<file path="src/rtl/seq_detector_param.sv">
// seq_detector_param: Moore serial pattern detector with loadable pattern, KMP overlap fallback and saturating match count.
module seq_detector_param #(
  parameter int                   PATTERN_W   = 4,
  parameter int                   CNT_W       = 8,
  parameter logic [PATTERN_W-1:0] PATTERN_RST = 4'b1011
) (
  input  logic                 clock,
  input  logic                 reset,
  input  logic                 sequence_in,
  input  logic                 enable,
  input  logic                 overlap,
  input  logic                 pattern_load,
  input  logic [PATTERN_W-1:0] pattern_in,
  input  logic                 count_clear,
  output logic                 detector_out,
  output logic [CNT_W-1:0]     match_count
);
  localparam int K_W = $clog2(PATTERN_W + 1);
  // Progress k means the last k bits equal the pattern prefix, so history is rebuilt from k alone.
  function automatic logic [PATTERN_W-1:0] build(input logic [PATTERN_W-1:0] p, input logic [K_W-1:0] k, input logic b);
    build    = '0;
    build[0] = b;
    for (int i = 1; i < PATTERN_W; i++)
      if (i <= int'(k)) build[i] = p[PATTERN_W - int'(k) - 1 + i];
  endfunction
  // Longest j <= lim whose newest j bits of s equal the first j bits of p.
  function automatic logic [K_W-1:0] longest(input logic [PATTERN_W-1:0] s, input logic [PATTERN_W-1:0] p, input int lim);
    logic ok;
    longest = '0;
    for (int j = 1; j <= PATTERN_W; j++) begin
      ok = (j <= lim);
      for (int i = 0; i < j; i++) ok = ok && (s[i] == p[PATTERN_W - j + i]);
      if (ok) longest = K_W'(j);
    end
  endfunction
  logic [PATTERN_W-1:0] r_pattern;
  logic [K_W-1:0]       r_prog, w_prog_nx, w_fail, w_k, w_j;
  logic                 r_det, w_det_nx, w_match;
  logic [CNT_W-1:0]     r_count;
  assign w_fail  = longest(r_pattern, r_pattern, PATTERN_W - 1);
  // DETECT resolves its progress at the next sample so an overlap change applies without restart.
  assign w_k     = r_det ? (overlap ? w_fail : '0) : r_prog;
  assign w_j     = longest(build(r_pattern, w_k, sequence_in), r_pattern, int'(w_k) + 1);
  assign w_match = enable && !pattern_load && (w_j == K_W'(PATTERN_W));
  always_ff @(posedge clock or posedge reset) begin
    if (reset) begin
      r_prog <= '0;
      r_det  <= 1'b0;
    end else begin
      r_prog <= w_prog_nx;
      r_det  <= w_det_nx;
    end
  end
  always_comb begin
    w_det_nx  = pattern_load ? 1'b0 : enable ? w_match : r_det;
    w_prog_nx = pattern_load ? '0 : enable ? (w_match ? '0 : w_j) : r_prog;
  end
  always_comb begin
    detector_out = r_det;
    match_count  = r_count;
  end
  always_ff @(posedge clock or posedge reset) begin
    if (reset) r_pattern <= PATTERN_RST;
    else if (pattern_load) r_pattern <= pattern_in;
  end
  always_ff @(posedge clock or posedge reset) begin
    if (reset) r_count <= '0;
    else if (count_clear) r_count <= '0;
    else if (w_match && r_count != '1) r_count <= r_count + 1'b1;
  end
endmodule

</file>
<file path="config.mk">
export PLATFORM = sky130hd
export DESIGN_NAME = seq_detector_param
export DESIGN_NICKNAME = d
export VERILOG_FILES = /design/src/rtl/seq_detector_param.sv
export SDC_FILE = /design/constraint.sdc
export NUM_CORES = 1
export LEC_CHECK = 0
export CAP_MARGIN = 15
export CORE_MARGIN = 3
export CORE_UTILIZATION = 57
export DETAILED_ROUTE_END_ITERATION = 8
export PLACE_DENSITY = 0.86
export SYNTH_ARGS = -nofsm -noshare
export SYNTH_HDL_FRONTEND = slang
export SYNTH_SLANG_ARGS = --single-unit
export TNS_END_PERCENT = 10
</file>
<file path="constraint.sdc">
create_clock -name clock -period 5.4 [get_ports clock]
set_input_delay 1.08 -clock clock [delete_from_list [all_inputs] [get_ports clock]]
set_output_delay 1.08 -clock clock [all_outputs]
set_load 0.005 [all_outputs]
</file>
==> results.py <==
metrics = {
    "die": {
        "die_width_um": 53.1,
        "initial_core_util_pct": 62.6,
        "design.portCount": 20,
        "fp.dieArea_mm2": 0.00282,
        "die-height_um": 53.1,
        "fp.coreArea_mm2": 0.00202,
        "row_count": 16,
    },
    "detailed_routing": {
        "vias": 1068,
        "drt-pass1-iter-count": 4,
        "post-route-drc-count": 0,
        "routed_wire_length_per_instance_um": 15.5,
        "dr.first_iter.drc_count": 19,
        "via_per_inst": 6.10,
        "wl_um": 2710,
        "drt.antenna.violating_nets": 0,
    },
    "global_routing": {
        "antenna_found_initial": 0,
        "wire_length_of_the_first_global_routing_pass_um": 4530,
        "first_global_vias": 1057,
        "gr-total-overflow": 0,
        "grt_start_max_net_pins": 17,
        "grt_use_total_pct": 21.8,
    },
    "layout": {
        "final-seq-area_um2": 404,
        "finish.utilization_pct": 71.4,
        "fin_nets": 163,
        "design_area_mm2": 0.00144,
        "layout_commonest_cell": "sky130_fd_sc_hd__clkdlybuf4s50_1",
        "flow.area_growth_from_synthesis_pct": 14.1,
        "mostFrequentLayoutCells": "sky130_fd_sc_hd__clkdlybuf4s50_1, sky130_fd_sc_hd__dfrtp_1, sky130_fd_sc_hd__o21ai_0",
        "multiInputGateArea_um2": 753,
        "filler_cell_count": 152,
        "antenna-diode-count": 0,
        "layout-drive-gt1-share_pct": 14.2,
    },
    "setup_path": {
        "critical_path.startpoint_type": "primary input",
        "endpoint_kind": "flip-flop",
        "crit_path_class": "primary input to flip-flop",
        "path_cells": "clkdlybuf4s50_1, nand2_1, o32a_4, ha_1, inv_1, a2111oi_0, o21ai_1, xor2_1, nand4_2, or4_1, a21oi_1",
        "critical_path_arrival_ns": 4.37,
        "cpPeakStageDelay_ns": 0.53,
        "critical_path_s_slowest_cell": "sky130_fd_sc_hd__clkdlybuf4s50_1",
        "timing.critical_path.fanout_max": 12,
        "cp_data_required_time_ns": 5.61,
    },
    "timing": {
        "max-slew-margin-rel_pct": 59.6,
        "timing.setup.tns_ns": 0,
        "max_clock_freq_mhz": 241,
        "finalCritPeriodShare_pct": 77.0,
        "layout_min_cycle_time_ns": 4.16,
        "final_setup_violating_endpoints": 0,
        "final_max_slew_viol_count": 0,
        "actual_slew_at_the_worst_max_slew_pin_ns": 0.606,
        "finalHoldViolations": 0,
        "finalClockSkew_ns": 0.00693,
        "rsz_0062_raised_after_global_routing": "no",
    },
    "clock_network": {
        "cts_setup_buffers": 0,
        "cts_tree": "done",
        "cts.repair.resized": 0,
        "clock_tree.root_cell": "sky130_fd_sc_hd__clkbuf_4",
        "cts_sinks": 16,
        "tritoncts.num_buffers": 3,
        "cts_hold_repair.buffers": 0,
        "clk_latency_ns": 0.29,
        "clk_transition_reported_paths_ns": 0.10,
        "cts_htree_levels": 1,
        "cts-root-to-sink-buffers": 2,
    },
    "synthesis": {
        "ys_async_sr_fraction_pct": 100,
        "synth.net_count": 148,
        "synth-main-ff-cell": "sky130_fd_sc_hd__dfrtp_1",
        "avgSynthCellArea_um2": 9.44,
        "yosys.cell_types.count": 49,
        "synth_sequential_area_ratio_pct": 31.9,
        "yosysWarningCount": 0,
        "synth_enable_flop_cells": 0,
        "yosys_register_bits": 16,
        "synth.cell_area_mm2": 0.00126,
        "netlist_instances": 134,
    },
    "place": {
        "detailed_place.area_mm2": 0.00141,
        "post_dp_hpwl_um": 2050,
        "port-buffer-count": 19,
        "routabilityCongestion": 0.930,
    },
    "hold_path": {
        "hp-class": "flip-flop to flip-flop",
    },
    "power": {
        "peakVddDrop_mv": 0.172,
        "p_per_area_mw_per_mm2": 189,
        "p_leak_nw": 0.575,
    },
    "flow_run": {
        "maxCapViolCount": 0,
    },
    "run_status": {
        "run_status": "completed",
    },
}
power breakdown:
part / switching (mW) / internal (mW)
Sequential: 0.0117 / 0.126
Combinational: 0.0282 / 0.0292
Clock: 0.0378 / 0.0410
per-layer routing:
metal | global-route usage [%] | wire length, um
met1 | 27.7 | 1250
met2 | 37.6 | 1320
met3 | 4.23 | 128
met4 | 5.53 | 12
met5 | 0 | 0
worst max-delay path, delay by kind of cell:
kind | cells | cell delay, ns
and+or+nand+nor | 3 | 0.90
buffers and inverters | 2 | 0.59
adders and majority gates | 1 | 0.32
AOI/OAI and AO/OA | 4 | 1.20
xor gates and xnor gates | 1 | 0.27
final timing paths:
check                                              start                         end  slack (ns)  cells after the start
worst max-delay path                             overlap  match_count[6]$_DFFE_PP0P_        1.24                     11
worst min-delay path               r_prog[2]$_DFFE_PP0P_       r_prog[2]$_DFFE_PP0P_        0.59                      1
worst max register to register  r_pattern[3]$_DFFE_PP1P_  match_count[6]$_DFFE_PP0P_        1.80                     10
worst min register to register     r_prog[2]$_DFFE_PP0P_       r_prog[2]$_DFFE_PP0P_        0.59                      1
max in group asynchronous                          reset       r_prog[2]$_DFFE_PP0P_        3.84                      2
min in group asynchronous                          reset  match_count[1]$_DFFE_PP0P_        1.16                      2
stage by stage:
stage	worst slack (ns)	hold slack (ns)	std cells	power [mW]
CTS	1.27	0.589	175	0.276
global placement	1.01	0.551	171	0.195
finish	1.24	0.589	175	0.273
detailed placement	0.982	0.572	171	0.196
global route	1.00	0.612	175	0.289
floorplan	2.00	0.540	134	0.184
cell families after synthesis:
group | synth area share (%)
muxes | 5.14
DFF | 31.9
adders and majority gates | 2.97
xor gates and xnor gates | 10.4
AOI/OAI and AO/OA | 22.9
buffers and inverters | 8.51
and+or+nand+nor | 18.1
flip-flops by register name (all words and copies together), names as in the netlist:
| name | cells |
|---|---|
| detector_out | 1 |
| match_count | 8 |
| r_pattern | 4 |
| r_prog | 3 |
cells in the mapped netlist (all sizes together), types with 2 or more instances:
master	instances	area share, %
a21boi	2	1.2
a21oi	8	3.2
and2b	2	1.4
and3	3	1.6
buf	7	5.3
dfrtp	13	26
dfstp	3	6.2
ha	3	3.0
inv	7	2.1
mux2	4	3.6
mux2i	2	1.6
nand2	7	2.1
nand2b	4	2.0
nand3	5	2.0
nand4	2	1.5
nor2	4	1.2
nor2b	2	0.99
o21a	2	1.2
o21ai	10	4.0
o22ai	2	0.99
o311ai	2	1.4
o31ai	2	1.2
o32ai	2	2.0
or3	5	2.5
xnor2	8	5.5
xor2	7	4.8
area by class of cell:
class / count / share of cell area, %
clock buffer: 4 / 2.51
inverter: 7 / 1.82
multi-input combinational: 102 / 52.2
sequential: 16 / 28.0
tap: 27 / 2.34
timing repair buffer: 19 / 13.2
Note: power is estimated with default switching activity, not from simulation.
